===== config.mk =====
export PLATFORM = sky130hd
export DESIGN_NAME = round_trim_right_flat
export DESIGN_NICKNAME = d
export VERILOG_FILES = /design/src/rtl/round_pkg.sv /design/src/rtl/round_trim_right_if.sv /design/src/rtl/round_trim_guard.sv /design/src/rtl/round_trim_right.sv /design/src/flat_wrapper.sv
export SDC_FILE = /design/constraint.sdc
export NUM_CORES = 1
export LEC_CHECK = 0
export CAP_MARGIN = 40
export CORE_MARGIN = 5
export CORE_UTILIZATION = 53
export CTS_CLUSTER_SIZE = 20
export DETAILED_ROUTE_END_ITERATION = 6
export DONT_BUFFER_PORTS = 1
export GPL_TIMING_DRIVEN = 0
export PLACE_DENSITY_LB_ADDON = 0.1
export SYNTH_ARGS = -nofsm -noshare
export SYNTH_HDL_FRONTEND = slang
export SYNTH_SLANG_ARGS = --single-unit

===== constraint.sdc =====
create_clock -name clock -period 3.9 [get_ports clock]
set_input_delay 0.585 -clock clock [delete_from_list [all_inputs] [get_ports clock]]
set_output_delay 0.585 -clock clock [all_outputs]
set_load 0.05 [all_outputs]

===== src/rtl/round_pkg.sv =====
// Shared rounding helpers for the narrowing blocks (round_trim_right and friends).
// Round modes, clamped width difference and the nearest-even increment decision.
package round_pkg;

    typedef enum logic {
        RM_RNE   = 1'b0,
        RM_TRUNC = 1'b1
    } round_mode_e;

    // Number of discarded low bits; never negative even for a bad parameter pair.
    function automatic int diff_clamp(input int in_w, input int out_w);
        return (in_w > out_w) ? (in_w - out_w) : 0;
    endfunction

    function automatic logic round_inc(input logic lsb, input logic guard,
                                       input logic sticky, input round_mode_e mode);
        return (mode == RM_RNE) & guard & (sticky | lsb);
    endfunction

endpackage


===== src/rtl/round_trim_right_if.sv =====
// Valid/ready bus of round_trim_right: input beat side plus output beat side.
// The block itself connects through the slave modport; the environment uses master.
interface round_trim_right_if #(
    parameter int IN_WIDTH  = 16,
    parameter int OUT_WIDTH = 8
);
    logic                 in_valid;
    logic                 in_ready;
    logic [IN_WIDTH-1:0]  in_data;
    logic                 in_trunc;
    logic                 out_valid;
    logic                 out_ready;
    logic [OUT_WIDTH-1:0] out_data;
    logic                 out_inexact;
    logic                 out_carry;

    modport slave (
        input  in_valid, in_data, in_trunc, out_ready,
        output in_ready, out_valid, out_data, out_inexact, out_carry
    );

    modport master (
        output in_valid, in_data, in_trunc, out_ready,
        input  in_ready, out_valid, out_data, out_inexact, out_carry
    );
endinterface


===== src/rtl/round_trim_guard.sv =====
// Splits an MSB-aligned significand into kept bits, guard bit and sticky OR.
// Generate branches keep the DIFF==0 and DIFF==1 cases free of zero-width selects.
module round_trim_guard
    import round_pkg::*;
#(
    parameter int IN_WIDTH  = 16,
    parameter int OUT_WIDTH = 8
) (
    input  logic [IN_WIDTH-1:0]  data_i,
    output logic [OUT_WIDTH-1:0] kept_o,
    output logic                 guard_o,
    output logic                 sticky_o
);
    localparam int DIFF = diff_clamp(IN_WIDTH, OUT_WIDTH);

    assign kept_o = data_i[IN_WIDTH-1 -: OUT_WIDTH];

    generate
        if (DIFF == 0) begin : g_pass
            assign guard_o  = 1'b0;
            assign sticky_o = 1'b0;
        end else if (DIFF == 1) begin : g_guard_only
            assign guard_o  = data_i[0];
            assign sticky_o = 1'b0;
        end else begin : g_guard_sticky
            assign guard_o  = data_i[DIFF-1];
            assign sticky_o = |data_i[DIFF-2:0];
        end
    endgenerate
endmodule


===== src/rtl/round_trim_right.sv =====
// Two-stage narrowing rounder: RNE or truncate, with inexact and carry-out flags.
// Build option ROUND_TRIM_SATURATE_EN: clamp an overflowing result to all-ones instead of wrapping.
module round_trim_right
    import round_pkg::*;
#(
    parameter int IN_WIDTH  = 16,
    parameter int OUT_WIDTH = 8
) (
    input  logic clock,
    input  logic reset,
    round_trim_right_if.slave bus
);
    generate
        if (IN_WIDTH < OUT_WIDTH || OUT_WIDTH < 1) begin : g_bad_width
            $error("round_trim_right: need IN_WIDTH >= OUT_WIDTH >= 1");
        end
    endgenerate

    logic [OUT_WIDTH-1:0] ext_kept;
    logic                 ext_guard;
    logic                 ext_sticky;

    round_trim_guard #(
        .IN_WIDTH  (IN_WIDTH),
        .OUT_WIDTH (OUT_WIDTH)
    ) u_guard (
        .data_i   (bus.in_data),
        .kept_o   (ext_kept),
        .guard_o  (ext_guard),
        .sticky_o (ext_sticky)
    );

    // S1 holds the extracted fields, S2 the finished result driving the bus.
    logic                 s1_valid_q,  s1_valid_d;
    logic [OUT_WIDTH-1:0] s1_kept_q,   s1_kept_d;
    logic                 s1_guard_q,  s1_guard_d;
    logic                 s1_sticky_q, s1_sticky_d;
    round_mode_e          s1_mode_q,   s1_mode_d;

    logic                 out_valid_q,   out_valid_d;
    logic [OUT_WIDTH-1:0] out_data_q,    out_data_d;
    logic                 out_inexact_q, out_inexact_d;
    logic                 out_carry_q,   out_carry_d;

    logic s2_adv;
    logic s1_adv;
    logic accept;

    assign s2_adv = ~out_valid_q | bus.out_ready;
    assign s1_adv = ~s1_valid_q | s2_adv;
    assign accept = bus.in_valid & s1_adv & ~reset;

    assign bus.in_ready    = s1_adv & ~reset;
    assign bus.out_valid   = out_valid_q;
    assign bus.out_data    = out_data_q;
    assign bus.out_inexact = out_inexact_q;
    assign bus.out_carry   = out_carry_q;

    logic                 res_inc;
    logic [OUT_WIDTH:0]   res_sum;
    logic [OUT_WIDTH-1:0] res_data;
    logic                 res_inexact;
    logic                 res_carry;

    always_comb begin
        res_inc   = round_inc(s1_kept_q[0], s1_guard_q, s1_sticky_q, s1_mode_q);
        res_sum   = {1'b0, s1_kept_q} + {{OUT_WIDTH{1'b0}}, res_inc};
        res_carry = res_sum[OUT_WIDTH];
`ifdef ROUND_TRIM_SATURATE_EN
        res_data    = res_carry ? {OUT_WIDTH{1'b1}} : res_sum[OUT_WIDTH-1:0];
        res_inexact = s1_guard_q | s1_sticky_q | res_carry;
`else
        // Wrapped value is 0 on overflow; the encoder consumes out_carry.
        res_data    = res_sum[OUT_WIDTH-1:0];
        res_inexact = s1_guard_q | s1_sticky_q;
`endif
    end

    always_comb begin
        s1_valid_d  = s1_valid_q;
        s1_kept_d   = s1_kept_q;
        s1_guard_d  = s1_guard_q;
        s1_sticky_d = s1_sticky_q;
        s1_mode_d   = s1_mode_q;
        if (s1_adv) begin
            s1_valid_d = accept;
            if (accept) begin
                s1_kept_d   = ext_kept;
                s1_guard_d  = ext_guard;
                s1_sticky_d = ext_sticky;
                s1_mode_d   = bus.in_trunc ? RM_TRUNC : RM_RNE;
            end
        end
    end

    // Result registers only load when S1 hands over a beat, so a stalled output stays put.
    always_comb begin
        out_valid_d   = out_valid_q;
        out_data_d    = out_data_q;
        out_inexact_d = out_inexact_q;
        out_carry_d   = out_carry_q;
        if (s2_adv) begin
            out_valid_d = s1_valid_q;
            if (s1_valid_q) begin
                out_data_d    = res_data;
                out_inexact_d = res_inexact;
                out_carry_d   = res_carry;
            end
        end
    end

    always_ff @(posedge clock) begin
        if (reset) begin
            s1_valid_q    <= 1'b0;
            s1_kept_q     <= '0;
            s1_guard_q    <= 1'b0;
            s1_sticky_q   <= 1'b0;
            s1_mode_q     <= RM_RNE;
            out_valid_q   <= 1'b0;
            out_data_q    <= '0;
            out_inexact_q <= 1'b0;
            out_carry_q   <= 1'b0;
        end else begin
            s1_valid_q    <= s1_valid_d;
            s1_kept_q     <= s1_kept_d;
            s1_guard_q    <= s1_guard_d;
            s1_sticky_q   <= s1_sticky_d;
            s1_mode_q     <= s1_mode_d;
            out_valid_q   <= out_valid_d;
            out_data_q    <= out_data_d;
            out_inexact_q <= out_inexact_d;
            out_carry_q   <= out_carry_d;
        end
    end
endmodule


===== src/flat_wrapper.sv =====
// flat-port wrapper written by rule: the top's interface ports become plain ports
module round_trim_right_flat import round_pkg::*;
#(
    parameter int IN_WIDTH  = 16,
    parameter int OUT_WIDTH = 8
)
  (clock, reset, bus_in_valid, bus_in_data, bus_in_trunc, bus_out_ready, bus_in_ready, bus_out_valid, bus_out_data, bus_out_inexact, bus_out_carry);
  round_trim_right_if #(.IN_WIDTH(IN_WIDTH), .OUT_WIDTH(OUT_WIDTH)) bus_i ();
  input  logic clock;
  input  logic reset;
  input wire logic [$bits(bus_i.in_valid)-1:0] bus_in_valid;
  input wire logic [$bits(bus_i.in_data)-1:0] bus_in_data;
  input wire logic [$bits(bus_i.in_trunc)-1:0] bus_in_trunc;
  input wire logic [$bits(bus_i.out_ready)-1:0] bus_out_ready;
  output wire logic [$bits(bus_i.in_ready)-1:0] bus_in_ready;
  output wire logic [$bits(bus_i.out_valid)-1:0] bus_out_valid;
  output wire logic [$bits(bus_i.out_data)-1:0] bus_out_data;
  output wire logic [$bits(bus_i.out_inexact)-1:0] bus_out_inexact;
  output wire logic [$bits(bus_i.out_carry)-1:0] bus_out_carry;
  assign bus_i.in_valid = bus_in_valid;
  assign bus_i.in_data = bus_in_data;
  assign bus_i.in_trunc = bus_in_trunc;
  assign bus_i.out_ready = bus_out_ready;
  assign bus_in_ready = bus_i.in_ready;
  assign bus_out_valid = bus_i.out_valid;
  assign bus_out_data = bus_i.out_data;
  assign bus_out_inexact = bus_i.out_inexact;
  assign bus_out_carry = bus_i.out_carry;
  round_trim_right #(.IN_WIDTH(IN_WIDTH), .OUT_WIDTH(OUT_WIDTH)) u_core (.clock(clock), .reset(reset), .bus(bus_i));
endmodule

## Word-level counts from Yosys, hierarchy flattened

Cells that the tools add are included.

- Bits in registers: 23
- Input port bits: 21
- Output and inout bits: 12
- Logic and storage cells: 27

- Add/subtract/negate cells: 1
- Multiplexer cells: 1
- Bitwise gates (word level): 13
- Reduce and logical (&&, ||, !) cells: 3

Operators by type and width:

| cell | count |
|---|---|
| adder 8 x 1 -> 9 bit | 1 |
| OR reduction 7 bit | 1 |
| AND 1 bit | 5 |
| NOT 1 bit | 4 |
| OR 1 bit | 4 |
| AND reduction 2 bit | 2 |
| two-way mux 1 bit | 1 |

## Logic depth before layout (Yosys ltp)

Gate-level depths: netlist of run 1.

- Depth in word-level cells: 6
- Mapped depth: 7
- Mapped depth without buffers: 7

## Modules after synthesis

From an unflattened synthesis of run 1, not the netlist that was laid out.

- Cells, all modules: 116
- Area total of the unflattened synthesis: 1101.1 µm²

By module, submodules not included:

| module | instances | cells each | area an instance (µm²) | seq. area each (µm²) |
|---|---|---|---|---|
| round_trim_right | 1 | 104 | 1018.5 | 460.4 |
| round_trim_guard | 1 | 12 | 82.6 | 0.0 |

## Worst setup path after synthesis of run 1

Ideal clock, no wire load.

- Path type: in2out
- Start point: input port reset
- End point: output port bus_in_ready
- Data arrival time: 1.622 ns
- Setup slack: 1.693 ns
- Stages: 2
- Cell sequence: clkbuf_1 > a21oi_1

- Longest elaborated chain between the ends: 2

RTL lines:

| element | line | source |
|---|---|---|
| start: declaration | flat_wrapper.sv:10 | `input logic reset;` |
| NOT 1 bit | round_trim_right.sv:53 | `assign bus.in_ready = s1_adv & ~reset;` |
| AND 1 bit | round_trim_right.sv:53 |  |
| end: declaration | flat_wrapper.sv:15 | `output wire logic [$bits(bus_i.in_ready)-1:0] bus_in_ready;` |

Every way passes these cells.

## Worst setup path after layout of run 1

- Start point: register u_core.out_valid_q (netlist: u_core.bus.out_valid)
- End point: output port bus_in_ready

- Longest elaborated chain between the ends: 4

RTL lines:

| element | line | source |
|---|---|---|
| start: declaration | round_trim_right.sv:40 | `logic out_valid_q, out_valid_d;` |
| start signal: assignment | round_trim_right.sv:129 | `out_valid_q <= out_valid_d;` |
| NOT 1 bit | round_trim_right.sv:49 | `assign s2_adv = ~out_valid_q \| bus.out_ready;` |
| OR 1 bit | round_trim_right.sv:49 |  |
| OR 1 bit | round_trim_right.sv:50 | `assign s1_adv = ~s1_valid_q \| s2_adv;` |
| AND 1 bit | round_trim_right.sv:53 |  |

Every way passes these cells.

==> summary.md, run 1 <==
| Metric | Value |
|---|---|
| Combinational family with the most area after synthesis | `compound AO/OA/AOI/OAI gates` |
| Dpl cell area | `0.00106 sq mm` |
| Final net count | `about 140` |
| Crit path largest cell delay | `approximately 700 ps` |
| Syn Area/Cell | `between 9 and 10 sq um` |
| Register area share after synthesis | `45.2%` |
| Fill cell count | `roughly 170` |
| Critical Path AT | `~1800 ps` |
| Gate power share | `10.8%` |
| Post-Synth XOR/XNOR Area | `around 2.6%` |
| WL/cell | `15.3 um` |
| Synth Area in Simple Gates | `~18%` |
| # DRC | `0` |
| I/O pins | `33` |
| Largest net degree at the start of global routing | `13` |
| Switching share of power | `about 29%` |
| Post-place setup slack | `approximately 1800 ps` |
| Worst EP required | `3310 ps` |
| Mux contribution to synthesized area | `approximately 8.8%` |
| Yosys cell types | `27` |
| Final Hold Vio Count | `0` |
| Htree depth | `1` |
| Synthesis-stage register bit count | `23` |
| Share of cells above drive strength 1 | `approximately 15%` |
| Pwr dens | `between 400 and 500 mW/mm^2` |
| Post-Synthesis Net Count | `130` |
| Starting DRC count in detailed routing | `8` |
| Crit path max-delay family | `flip-flops` |
| Cell Chain, Critical Path | `nor2b_1 -> a21oi_1 -> buf_4` |
| CTS Buf Count | `3` |
| Worst-Margin Slew | `550 ps` |
| Pint | `313 uW` |
| Via count | `approximately 800` |
| M1 WL | `roughly 910 um` |
| Initial antenna violation count | `0` |
| Total grt overflow | `0` |
| Crit path launch | `u_core.bus.out_valid` |
| Setup Skew | `between 1 and 1.5 ps` |
| Adder-cell share of the synthesized area | `2.46%` |
| Number of antenna repair diodes | `0` |
| Core area | `0.00178 sq mm` |
| RD Place Congestion | `0.738` |
| Final cell count without fillers | `137` |
| Die height | `between 50 and 60 um` |
| Die width | `~54 um` |
| Clock Power Share | `between 20% and 30%` |
| Crit end category | `output pin` |
| Root buffer cell | `clkbuf_4` |
| CTS Sinks | `23` |
| Leakage | `0.000373 uW` |
| Maximum capacitance violations | `0` |
| Critical Path Fanout Max | `6` |
| Clock tree buffer depth | `2` |
| Status | `completed` |
| Setup violators final | `0` |
| Total Power | `about 440 uW` |
| Hold Crit Class | `input pin to flip-flop` |
| Worst-Skew Late Latency | `about 300 ps` |
| Worst slew margin relative to its limit | `~63%` |
| Vias in the first global route | `850` |
| DIE AREA | `slightly below 0.003 sq mm` |
| Total Routing Usage GR | `17.4%` |
| Setup Crit Path Kind | `flip-flop to output pin` |
| DP HPWL | `approximately 1600 um` |
| Std-Cell Rows | `15` |
| Global-route wire length before repair | `3670 um` |
| Fin area | `between 0.001 and 0.0015 sq mm` |
| DRT Pass-1 Iters | `4` |
| Synth Area in Compound Gates | `about a fifth` |
| DP Cell Count | `~130` |
| Crit start category | `flip-flop` |
| Initial Util | `between 50% and 60%` |
| Commonest non-fill, non-tap cell in the layout | `dfxtp_1` |
| Vias per cell | `5.87` |
| Met3 wire len | `141 um` |
| Worst VDD drop | `~230 uV` |
| HP Start | `bus_in_valid` |
| Area growth from synthesis to layout | `6.39%` |
| Syn Inst Count | `between 100 and 150` |
| Mapped cell area | `around 0.0010 sq mm` |
| Tmin final | `around 2400 ps` |
| TritonCTS clock tree | `yes` |
| Wire length on met2 | `between 1000 and 1500 um` |
| Max frequency | `0.419 GHz` |
| Hold Buf Count CTS | `0` |
| Most frequent cells in the layout | `23 x dfxtp_1, 14 x a21oi_1, 10 x nor2b_1` |
| RSZ-0062 raised after global routing | `no` |
| Highest routed layer | `met4` |
| FF-to-FF Start | `u_core.s1_sticky_q` |
| Syn. warnings | `0` |
| Final critical-path share of the clock period | `61.1%` |
| Seq pwr share | `~65%` |
| Sw Pwr | `125 uW` |
| Antenna viol nets, final | `0` |
| Setup slack after layout | `between 1500 and 2000 ps` |
| CP bufs+invs | `1` |
| Crit-path slowest cell | `dfxtp_1` |
| Setup TNS | `0 ps` |
| Resized Gates After CTS | `0` |
| Max-slew violation count | `0` |
| Final wirelength | `2100 um` |
| Input/output buffers | `0` |
| Postcts setup bufs | `0` |
| Clk slew on worst S/H paths | `110 ps` |
==> state kept, by name, summed over array words and instances (netlist names) <==
| name | cells |
|---|---|
| u_core.s1_guard_q | 1 |
| u_core.bus.out_carry | 1 |
| u_core.bus.out_inexact | 1 |
| u_core.s1_mode_q | 1 |
| u_core.s1_kept_q | 8 |
| u_core.bus.out_data | 8 |
| u_core.s1_sticky_q | 1 |
| u_core.s1_valid_q | 1 |
| u_core.bus.out_valid | 1 |
==> synth_stat cells <==
| cell | number | area share, % |
|---|---|---|
| dfxtp_1 | 23 | 45 |
| a21oi_1 | 14 | 6.9 |
| nor2b_1 | 10 | 6.1 |
| mux2_2 | 8 | 8.8 |
| a211oi_1 | 6 | 4.4 |
| nand3_1 | 6 | 2.9 |
| o21ai_0 | 6 | 2.9 |
| a311oi_1 | 3 | 2.6 |
| inv_1 | 3 | 1.1 |
| nor2_1 | 3 | 1.1 |
| or3_1 | 3 | 1.8 |
| a31o_2 | 2 | 1.7 |
| clkbuf_1 | 2 | 0.74 |
| ha_1 | 2 | 2.5 |
| nand4_1 | 2 | 1.2 |
| or4_1 | 2 | 1.5 |
| xnor2_1 | 2 | 1.7 |
| a311oi_2 | 1 | 1.5 |
| buf_1 | 1 | 0.37 |
| buf_2 | 1 | 0.49 |
| inv_2 | 1 | 0.37 |
| nand2_1 | 1 | 0.37 |
| nand2b_1 | 1 | 0.61 |
| nand3b_1 | 1 | 0.74 |
| nor3b_1 | 1 | 0.74 |
| nor4_1 | 1 | 0.61 |
| xor2_1 | 1 | 0.86 |
==> layout make-up <==
| cell class | count | area [sq um] | share of cell area, % |
|---|---|---|---|
| clock buffer | 4 | 26.3 | 2.42 |
| buffer | 4 | 16.3 | 1.50 |
| inverter | 4 | 15.0 | 1.39 |
| multi-input combinational | 76 | 527 | 48.6 |
| sequential | 23 | 460 | 42.5 |
| tap | 25 | 31.3 | 2.89 |
| timing repair buffer | 1 | 7.51 | 0.693 |
==> worst paths after layout <==
check,end,slack [ps],cells after the start
worst max-delay path,bus_in_ready,1520,3
worst min-delay path,u_core.s1_sticky_q,380,1
worst max register to register,u_core.bus.out_carry,1930,7
worst min register to register,u_core.bus.out_valid,530,2
==> power groups by stage <==
| stage | Clock, uW | Sequential [uW] | Combinational (uW) |
|---|---|---|---|
| after global placement | 0 | 291 | 45.0 |
| after floorplan | 0 | 287 | 38.8 |
| after detailed placement | 0 | 291 | 47.4 |
| after global routing | 123 | 288 | 53.2 |
| final | 105 | 286 | 47.2 |
| after CTS | 112 | 286 | 47.7 |
==> metrics by stage <==
| stage | util, % | hold slack [ps] |
|---|---|---|
| CTS | 60.8 | 370 |
| detailed placement | 59.3 | 521 |
| global route | 60.8 | 366 |
| finish | 60.8 | 381 |
| global placement | 58.9 | 509 |
| floorplan | - | 483 |
==> routing by layer <==
layer	up-vias	global-route usage, %
li1	404	-
met4	0	7.66
met5	-	0
met2	22	29.6
met1	374	20.5
met3	4	4.16
==> logic make-up (layout without fill, tap and decap cells) <==
| family | Yosys count | count (layout) |
|---|---|---|
| simple gates | 31 | 31 |
| compound gates | 32 | 32 |
| mux | 8 | 8 |
| fa+ha+maj | 2 | 2 |
| xor+xnor | 3 | 3 |
| flops | 23 | 23 |
| buf+inv | 8 | 13 |
Power figures use the tool's default switching activity.
==> run 2, diff against run 1 <==
==> constraint.sdc (replaced) <==
create_clock -name clock -period 2.4 [get_ports clock]
set_input_delay 0.36 -clock clock [delete_from_list [all_inputs] [get_ports clock]]
set_output_delay 0.36 -clock clock [all_outputs]
set_load 0.05 [all_outputs]
==> results of run 2 <==
Same layout as run 1 (identical final DEF). Status: completed.
Main changes from that run: setup slack after placement 1850 ps -> 474 ps; setup slack after layout 1520 ps -> 241 ps; hold slack 381 ps -> 156 ps; register-to-register setup slack 1930 ps -> 430 ps; total power 438 uW -> 712 uW; worst IR drop on VDD 232 uV -> 376 uV
